<file path="config.mk">
export PLATFORM = sky130hd
export DESIGN_NAME = capture_ctrl_mc_flat
export DESIGN_NICKNAME = d
export VERILOG_FILES = /design/src/rtl/capture_ctrl_mc_if.sv /design/src/rtl/capture_ctrl_mc.sv /design/src/flat_wrapper.sv
export SDC_FILE = /design/constraint.sdc
export NUM_CORES = 1
export LEC_CHECK = 0
export BUFFER_PORTS_ARGS = -buffer_cell sky130_fd_sc_hd__buf_4
export CAP_MARGIN = 20
export CORE_AREA = 2 2 93 73
export DETAILED_ROUTE_END_ITERATION = 12
export DIE_AREA = 0 0 95 75
export PLACE_DENSITY = 0.76
export SLEW_MARGIN = 20
export SYNTH_ARGS = -nofsm -noshare
export SYNTH_HDL_FRONTEND = slang
export SYNTH_SLANG_ARGS = --single-unit
</file>
<file path="constraint.sdc">
create_clock -name clk -period 4 [get_ports clk]
set_clock_uncertainty 0.2 [all_clocks]
set_input_delay 1.2 -clock clk [delete_from_list [all_inputs] [get_ports clk]]
set_output_delay 1.2 -clock clk [all_outputs]
set_load 0.005 [all_outputs]
</file>
<file path="src/rtl/capture_ctrl_mc_if.sv">
// ---------------------------------------------------------------------------
// capture_ctrl_mc_if
//   Bundle of host configuration, trigger comparator inputs and trace-RAM
//   write/status outputs of the capture controller.
//
//   master : host / front-end side (drives configuration and trig, reads status)
//   slave  : capture controller side
//
//   Signals
//     trig[NUM_CH]    asynchronous comparator outputs
//     trig_src        trigger channel select (>= NUM_CH selects channel 0)
//     trig_edge       1 = rising, 0 = falling
//     trig_mode       00 stop, 01 normal, 10 auto, 11 single
//     trig_pos        post-trigger sample count (including the trigger sample)
//     decimator       one sample every decimator+1 clocks
//     arm             single-mode re-arm pulse
//     clr_cap_done    host has read the trace, release DONE
//     en, we          shared RAM enable / write strobe
//     addr            RAM write address
//     trace_end       address of the last written sample (valid with cap_done)
//     armed, triggered, cap_done  status
//
//   Write strobe semantics: en and we are asserted together for exactly one
//   clock per sample; the RAM must take addr on that same rising edge. There
//   is no back-pressure: the RAM is always ready.
// ---------------------------------------------------------------------------
interface capture_ctrl_mc_if #(
  parameter int NUM_CH = 3,
  parameter int ADDR_W = 9,
  parameter int DEC_W  = 4
);
  localparam int SRC_W = (NUM_CH > 1) ? $clog2(NUM_CH) : 1;

  logic [NUM_CH-1:0] trig;
  logic [SRC_W-1:0]  trig_src;
  logic              trig_edge;
  logic [1:0]        trig_mode;
  logic [ADDR_W-1:0] trig_pos;
  logic [DEC_W-1:0]  decimator;
  logic              arm;
  logic              clr_cap_done;
  logic              en;
  logic              we;
  logic [ADDR_W-1:0] addr;
  logic [ADDR_W-1:0] trace_end;
  logic              armed;
  logic              triggered;
  logic              cap_done;

  modport master (
    output trig, trig_src, trig_edge, trig_mode, trig_pos, decimator, arm,
           clr_cap_done,
    input  en, we, addr, trace_end, armed, triggered, cap_done
  );

  modport slave (
    input  trig, trig_src, trig_edge, trig_mode, trig_pos, decimator, arm,
           clr_cap_done,
    output en, we, addr, trace_end, armed, triggered, cap_done
  );
endinterface

</file>
<file path="src/rtl/capture_ctrl_mc.sv">
// ---------------------------------------------------------------------------
// capture_ctrl_mc
//   Multi-channel capture controller for the oscilloscope front end. Produces
//   shared write strobes and a wrapping address for NUM_CH trace RAMs, applies
//   decimation, fills a pre-trigger window, waits for an edge on the selected
//   comparator (or an auto-mode timeout), fills the post-trigger window and
//   then holds DONE until the host releases it.
//
//   Ports
//     clk      system clock, rising edge
//     rst      asynchronous active-high reset
//     cap      capture_ctrl_mc_if.slave (configuration, trig, RAM strobes,
//              status)
//     state_o  current FSM state (0 IDLE, 1 PRE, 2 ARMED, 3 POST, 4 DONE)
// ---------------------------------------------------------------------------
module capture_ctrl_mc #(
  parameter int NUM_CH  = 3,
  parameter int ADDR_W  = 9,
  parameter int DEC_W   = 4,
  parameter int AUTO_TO = 4096
) (
  input  logic             clk,
  input  logic             rst,
  capture_ctrl_mc_if.slave cap,
  output logic [2:0]       state_o
);

  localparam int SRC_W  = (NUM_CH > 1) ? $clog2(NUM_CH) : 1;
  localparam int AUTO_W = (AUTO_TO > 1) ? $clog2(AUTO_TO) : 1;
  // One sample counter serves PRE, ARMED (auto timeout) and POST.
  localparam int CW     = (ADDR_W > AUTO_W) ? ADDR_W : AUTO_W;
  localparam logic [CW-1:0] AUTO_LAST = CW'(AUTO_TO - 1);

  localparam logic [1:0] MODE_STOP   = 2'b00;
  localparam logic [1:0] MODE_NORM   = 2'b01;
  localparam logic [1:0] MODE_AUTO   = 2'b10;
  localparam logic [1:0] MODE_SINGLE = 2'b11;

  typedef enum logic [2:0] {
    S_IDLE  = 3'd0,
    S_PRE   = 3'd1,
    S_ARMED = 3'd2,
    S_POST  = 3'd3,
    S_DONE  = 3'd4
  } state_t;

  state_t            state_q, state_d;
  logic [ADDR_W-1:0] addr_q, addr_d;
  logic [DEC_W-1:0]  dec_cnt_q, dec_cnt_d;
  logic [CW-1:0]     smp_cnt_q, smp_cnt_d;
  logic [ADDR_W-1:0] trace_end_q, trace_end_d;
  logic [DEC_W-1:0]  lat_dec_q, lat_dec_d;
  logic [SRC_W-1:0]  lat_src_q, lat_src_d;
  logic              lat_edge_q, lat_edge_d;
  logic              lat_auto_q, lat_auto_d;
  logic [ADDR_W-1:0] lat_post_q, lat_post_d;   // post length, 0 already mapped to 1
  logic [NUM_CH-1:0] sync1_q, sync2_q;
  logic              hist_q;

  logic              active;
  logic              strobe;
  logic              sel_trig;
  logic              edge_hit;
  logic              auto_hit;
  logic              do_latch;
  logic [ADDR_W-1:0] pre_last;
  logic [ADDR_W-1:0] post_last;

  // PRE_LEN - 1 = DEPTH - post - 1, which is simply the bitwise inverse.
  assign pre_last  = ~lat_post_q;
  assign post_last = lat_post_q - 1'b1;

  assign active   = (state_q == S_PRE) || (state_q == S_ARMED) || (state_q == S_POST);
  assign strobe   = active && (dec_cnt_q == lat_dec_q);
  assign sel_trig = sync2_q[lat_src_q];

  // Edges are only honoured in ARMED; the PRE->ARMED edge itself is still
  // evaluated with state_q == PRE, so a coincident edge is dropped.
  assign edge_hit = (state_q == S_ARMED) &&
                    (lat_edge_q ? (sel_trig && !hist_q) : (!sel_trig && hist_q));
  assign auto_hit = (state_q == S_ARMED) && lat_auto_q && strobe &&
                    (smp_cnt_q == AUTO_LAST);

  always_comb begin
    state_d     = state_q;
    addr_d      = addr_q;
    dec_cnt_d   = dec_cnt_q;
    smp_cnt_d   = smp_cnt_q;
    trace_end_d = trace_end_q;
    lat_dec_d   = lat_dec_q;
    lat_src_d   = lat_src_q;
    lat_edge_d  = lat_edge_q;
    lat_auto_d  = lat_auto_q;
    lat_post_d  = lat_post_q;
    do_latch    = 1'b0;

    if (strobe) begin
      addr_d    = addr_q + 1'b1;
      dec_cnt_d = '0;
    end else if (active) begin
      dec_cnt_d = dec_cnt_q + 1'b1;
    end

    unique case (state_q)
      S_IDLE: begin
        if ((cap.trig_mode == MODE_NORM) || (cap.trig_mode == MODE_AUTO) ||
            ((cap.trig_mode == MODE_SINGLE) && cap.arm)) begin
          state_d  = S_PRE;
          do_latch = 1'b1;
        end
      end
      S_PRE: begin
        if (strobe) begin
          if (smp_cnt_q == CW'(pre_last)) begin
            state_d   = S_ARMED;
            smp_cnt_d = '0;
          end else begin
            smp_cnt_d = smp_cnt_q + 1'b1;
          end
        end
      end
      S_ARMED: begin
        if (edge_hit || auto_hit) begin
          state_d   = S_POST;
          smp_cnt_d = '0;
        end else if (strobe) begin
          smp_cnt_d = smp_cnt_q + 1'b1;
        end
      end
      S_POST: begin
        if (strobe) begin
          if (smp_cnt_q == CW'(post_last)) begin
            state_d     = S_DONE;
            trace_end_d = addr_q;
          end else begin
            smp_cnt_d = smp_cnt_q + 1'b1;
          end
        end
      end
      S_DONE: begin
        if (cap.clr_cap_done) begin
          if ((cap.trig_mode == MODE_NORM) || (cap.trig_mode == MODE_AUTO)) begin
            state_d  = S_PRE;
            do_latch = 1'b1;
          end else begin
            state_d = S_IDLE;
          end
        end
      end
      default: state_d = S_IDLE;
    endcase

    if (do_latch) begin
      lat_dec_d  = cap.decimator;
      lat_src_d  = (int'(cap.trig_src) >= NUM_CH) ? '0 : cap.trig_src;
      lat_edge_d = cap.trig_edge;
      lat_auto_d = (cap.trig_mode == MODE_AUTO);
      lat_post_d = (cap.trig_pos == '0) ? ADDR_W'(1) : cap.trig_pos;
      dec_cnt_d  = '0;
      smp_cnt_d  = '0;
    end

    // Stop wins over everything, from any state.
    if (cap.trig_mode == MODE_STOP) begin
      state_d   = S_IDLE;
      dec_cnt_d = '0;
      smp_cnt_d = '0;
    end
  end

  always_ff @(posedge clk or posedge rst) begin
    if (rst) begin
      state_q     <= S_IDLE;
      addr_q      <= '0;
      dec_cnt_q   <= '0;
      smp_cnt_q   <= '0;
      trace_end_q <= '0;
      lat_dec_q   <= '0;
      lat_src_q   <= '0;
      lat_edge_q  <= 1'b0;
      lat_auto_q  <= 1'b0;
      lat_post_q  <= ADDR_W'(1);
      sync1_q     <= '0;
      sync2_q     <= '0;
      hist_q      <= 1'b0;
    end else begin
      state_q     <= state_d;
      addr_q      <= addr_d;
      dec_cnt_q   <= dec_cnt_d;
      smp_cnt_q   <= smp_cnt_d;
      trace_end_q <= trace_end_d;
      lat_dec_q   <= lat_dec_d;
      lat_src_q   <= lat_src_d;
      lat_edge_q  <= lat_edge_d;
      lat_auto_q  <= lat_auto_d;
      lat_post_q  <= lat_post_d;
      sync1_q     <= cap.trig;
      sync2_q     <= sync1_q;
      hist_q      <= sel_trig;
    end
  end

  assign cap.en        = strobe;
  assign cap.we        = strobe;
  assign cap.addr      = addr_q;
  assign cap.trace_end = trace_end_q;
  assign cap.armed     = (state_q == S_ARMED);
  assign cap.triggered = (state_q == S_POST) || (state_q == S_DONE);
  assign cap.cap_done  = (state_q == S_DONE);
  assign state_o       = state_q;

endmodule

</file>
<file path="src/flat_wrapper.sv">
// flat-port wrapper written by rule: the top's interface ports become plain ports
module capture_ctrl_mc_flat 
#(
  parameter int NUM_CH  = 3,
  parameter int ADDR_W  = 9,
  parameter int DEC_W   = 4,
  parameter int AUTO_TO = 4096
)
  (clk, rst, state_o, cap_trig, cap_trig_src, cap_trig_edge, cap_trig_mode, cap_trig_pos, cap_decimator, cap_arm, cap_clr_cap_done, cap_en, cap_we, cap_addr, cap_trace_end, cap_armed, cap_triggered, cap_cap_done);
  capture_ctrl_mc_if #(.NUM_CH(NUM_CH), .ADDR_W(ADDR_W), .DEC_W(DEC_W)) cap_i ();
  input  logic clk;
  input  logic rst;
  output logic [2:0] state_o;
  input wire logic [$bits(cap_i.trig)-1:0] cap_trig;
  input wire logic [$bits(cap_i.trig_src)-1:0] cap_trig_src;
  input wire logic [$bits(cap_i.trig_edge)-1:0] cap_trig_edge;
  input wire logic [$bits(cap_i.trig_mode)-1:0] cap_trig_mode;
  input wire logic [$bits(cap_i.trig_pos)-1:0] cap_trig_pos;
  input wire logic [$bits(cap_i.decimator)-1:0] cap_decimator;
  input wire logic [$bits(cap_i.arm)-1:0] cap_arm;
  input wire logic [$bits(cap_i.clr_cap_done)-1:0] cap_clr_cap_done;
  output wire logic [$bits(cap_i.en)-1:0] cap_en;
  output wire logic [$bits(cap_i.we)-1:0] cap_we;
  output wire logic [$bits(cap_i.addr)-1:0] cap_addr;
  output wire logic [$bits(cap_i.trace_end)-1:0] cap_trace_end;
  output wire logic [$bits(cap_i.armed)-1:0] cap_armed;
  output wire logic [$bits(cap_i.triggered)-1:0] cap_triggered;
  output wire logic [$bits(cap_i.cap_done)-1:0] cap_cap_done;
  assign cap_i.trig = cap_trig;
  assign cap_i.trig_src = cap_trig_src;
  assign cap_i.trig_edge = cap_trig_edge;
  assign cap_i.trig_mode = cap_trig_mode;
  assign cap_i.trig_pos = cap_trig_pos;
  assign cap_i.decimator = cap_decimator;
  assign cap_i.arm = cap_arm;
  assign cap_i.clr_cap_done = cap_clr_cap_done;
  assign cap_en = cap_i.en;
  assign cap_we = cap_i.we;
  assign cap_addr = cap_i.addr;
  assign cap_trace_end = cap_i.trace_end;
  assign cap_armed = cap_i.armed;
  assign cap_triggered = cap_i.triggered;
  assign cap_cap_done = cap_i.cap_done;
  capture_ctrl_mc #(.NUM_CH(NUM_CH), .ADDR_W(ADDR_W), .DEC_W(DEC_W), .AUTO_TO(AUTO_TO)) u_core (.clk(clk), .rst(rst), .cap(cap_i), .state_o(state_o));
endmodule
</file>
==> flow_summary.toml <==
[synthesis]
synthesis.area_um2 = 3338
synth-seq-cells = 61
synthTopCellsByCount = "dfrtp_1, inv_1, mux2_2, nand2_1, nand3_1"
yosysWarnings = 0
syn_inst = 327
yosysMostFrequentCell = "dfrtp_1"
synth.distinct_cells = 57
synth_top_area_cell = "dfrtp_1"
syn_area_per_cell_um2 = 10.21
synthArstFlopShare_pct = 100.0
ys_seq_area_share_pct = 45.76
synth_area_leaders = "dfrtp_1, mux2_2, xor2_1"
synth_edf_count = 0
synth_top_cell_area_share_pct = 44.98
synthesis.nets = 359
synth_top_flop_cell = "dfrtp_1"

[setup_path]
r2r_cells = 8
cp_max_fo = 7
rrSetupSlack_ps = 790
critPathLaunchType = "flop"
r2r_start = "u_core.lat_post_q[1]$_DFFE_PP0P_"
end_kind = "output pin"
rr_endpoint = "u_core.cap.trace_end[6]$_DFFE_PP0P_"
required_ps = 2600
critical_path_class = "flop to output pin"
arrival_ps = 1980

[power]
switchingPower_w = 0.001019
sequentialPowerShare_pct = 39.7
max-vdd-ir-drop_v = 0.0003550
leakage_nw = 1.814
sw_frac_of_total_pct = 39.49
p_clk_share_pct = 21.3
design_power_total_w = 0.002581
p_comb_share_pct = 39.0
powerDensity_nw_per_um2 = 646.9
internal_power_w = 0.001562

[timing]
max_freq_mhz = 295.8
rsz0062_at_grt = "no"
hold_viol_final = 0
period_needed_ps = 3380
maxSlewViolCount = 0
worstMarginPinSlew_ps = 918.0
setup_tns_ps = 0
slew_headroom_pct = 38.71
fin_crit_sh_pct = 84.51
fin_hold_ws_ps = 135.3
finalSetupViolations = 0

[global_route]
grt_pass1_vias = 2479
grt_overflow = 0
grt_pass1_wl_um = 12030
grt_max_degree = 46
antenna_found_initial = 0
grt.total_usage_pct = 22.26

[placement]
io_buffers = 50
placed_area_um2 = 3790
finalWeightedCongestion = 0.8851
hpwl_um = 5420

[detailed_routing]
wirelength_um = 7348
first_pass_iters = 5
dr.first_iter.drc_count = 157
viasPerCell = 5.856
num_vias = 2723
drcViolationCount = 0
wl_per_cell_um = 15.80
ant_nets = 0

[final_layout]
synthToLayoutAreaGrowth_pct = 19.49
postLayoutCellArea_um2 = 3989
final_layout_size_suffix_gt1_share_pct = 27.86
nNetsFinal = 411
final_util_pct = 64.73
diodes = 0

[cts]
root_buffer = "clkbuf_8"
tritoncts = "done"
clock_sinks = 61
htree_levels = 3
cts_hold_buf = 0
clk_pin_slew_ps = 80
cts_resized = 0
cts_buffers = 9
clock_path_buffers = 2
worstSkewPairLatency_ps = 340
cts_setup_buffers = 0

[die]
io_pins = 51
fp.dieH_um = 75
placementRows = 25
dieArea_um2 = 7125
initial_core_util_pct = 54.17
die_w_um = 95
coreArea_um2 = 6162

[flow_run]
cap_violations = 0

[hold_path]
holdCritStartpoint = "u_core.sync1_q[2]$_DFF_PP0_"
holdPathEnd = "u_core.sync2_q[2]$_DFF_PP0_"
whs_path_depth = 0
worstHoldPathType = "flop to flop"

[outcome]
status = "complete, no violations"
layer usage:
layer	GRT usage [%]	vias up	share of wire, %
li1	-	1297	-
met1	32.23	1302	48
met2	33.10	108	44
met3	4.705	16	6.6
met4	8.857	0	1.8
met5	0	-	0
metrics by stage:
step / instances / setup slack (ps)
4_1_cts: 465 / 615.5
2_1_floorplan: 327 / 768.1
3_5_place_dp: 449 / 631.4
3_3_place_gp: 449 / 691.0
6_report: 465 / 619.5
5_1_grt: 465 / 533.0
cells by family (layout without fill, tap and decap cells):
kind of cell,count (synthesis),count (layout),synth area share (%)
and+or+nand+nor,107,107,18.70
AOI/OAI and AO/OA,61,61,12.37
DFF,61,61,45.76
buffers and inverters,38,95,4.685
muxes,28,28,9.295
xor gates and xnor gates,25,25,6.559
adders and majority gates,7,7,2.624
cell type report:
class                      instances  area [um2]
clock buffer                       9       123.9
clock inverter                     7       75.07
fill                             497        2173
inverter                          23       86.33
multi-input combinational        228        1654
sequential                        61        1528
tap                               81       101.3
timing repair buffer              56       420.4
power by group through the flow:
| stage | Sequential (W) | Combinational (W) | Clock, W |
|---|---|---|---|
| after detailed placement | 0.00103 | 0.000998 | 0 |
| after global routing | 0.00105 | 0.00112 | 0.000586 |
| after global placement | 0.00102 | 0.000973 | 0 |
| after CTS | 0.00102 | 0.00100 | 0.000559 |
| final | 0.00102 | 0.00101 | 0.000550 |
| after floorplan | 0.000942 | 0.000789 | 0 |
flip-flops by register name (all words and copies together), names as in the netlist:
name,flops
u_core.cap.addr,9
u_core.lat_auto_q,1
u_core.lat_edge_q,1
u_core.smp_cnt_q,12
u_core.sync1_q,3
u_core.lat_src_q,2
u_core.dec_cnt_q,4
u_core.lat_post_q,9
u_core.sync2_q,3
u_core.hist_q,1
u_core.lat_dec_q,4
u_core.state_o,3
u_core.cap.trace_end,9
how the worst max path moves through the flow:
| stage | start | end | slack (ps) | cells after the start |
|---|---|---|---|---|
| floorplan | u_core.dec_cnt_q[0]$_DFFE_PP0P_ | cap_we | 770 | 6 |
| global placement | cap_trig_mode[0] | u_core.smp_cnt_q[0]$_DFFE_PP0P_ | 690 | 8 |
| detailed placement | cap_trig_mode[0] | u_core.smp_cnt_q[10]$_DFFE_PP0P_ | 630 | 8 |
| CTS | u_core.dec_cnt_q[0]$_DFFE_PP0P_ | cap_en | 620 | 4 |
| global route | u_core.dec_cnt_q[0]$_DFFE_PP0P_ | cap_we | 530 | 4 |
| finish | u_core.dec_cnt_q[0]$_DFFE_PP0P_ | cap_en | 620 | 4 |
placed cells by master (no fill, tap or decap), drive strengths merged, types with 2 or more instances in the layout:
cell	Yosys	layout
a211oi	12	12
a21boi	2	2
a21oi	9	9
a31o	2	2
a31oi	4	4
and2	2	2
and3	7	7
buf	5	56
clkbuf	10	9
clkinv	0	5
dfrtp	60	60
ha	7	7
inv	23	24
mux2	24	24
mux2i	4	4
nand2	17	17
nand2b	5	5
nand3	15	15
nand3b	3	3
nand4	13	13
nor2	13	13
nor3	8	8
nor3b	4	4
nor4	5	5
o211ai	2	2
o21ai	8	8
o21bai	2	2
o22ai	11	11
o31ai	2	2
or3	3	3
or4	5	5
xnor2	12	12
xor2	13	13
worst max-delay path, stage by stage, from the launching register on:
cell and delay, ps:
dfrtp_1 440, xor2_1 200, or4_4 600, nor2_1 240
buf_4 160
Power figures use the tool's default switching activity.
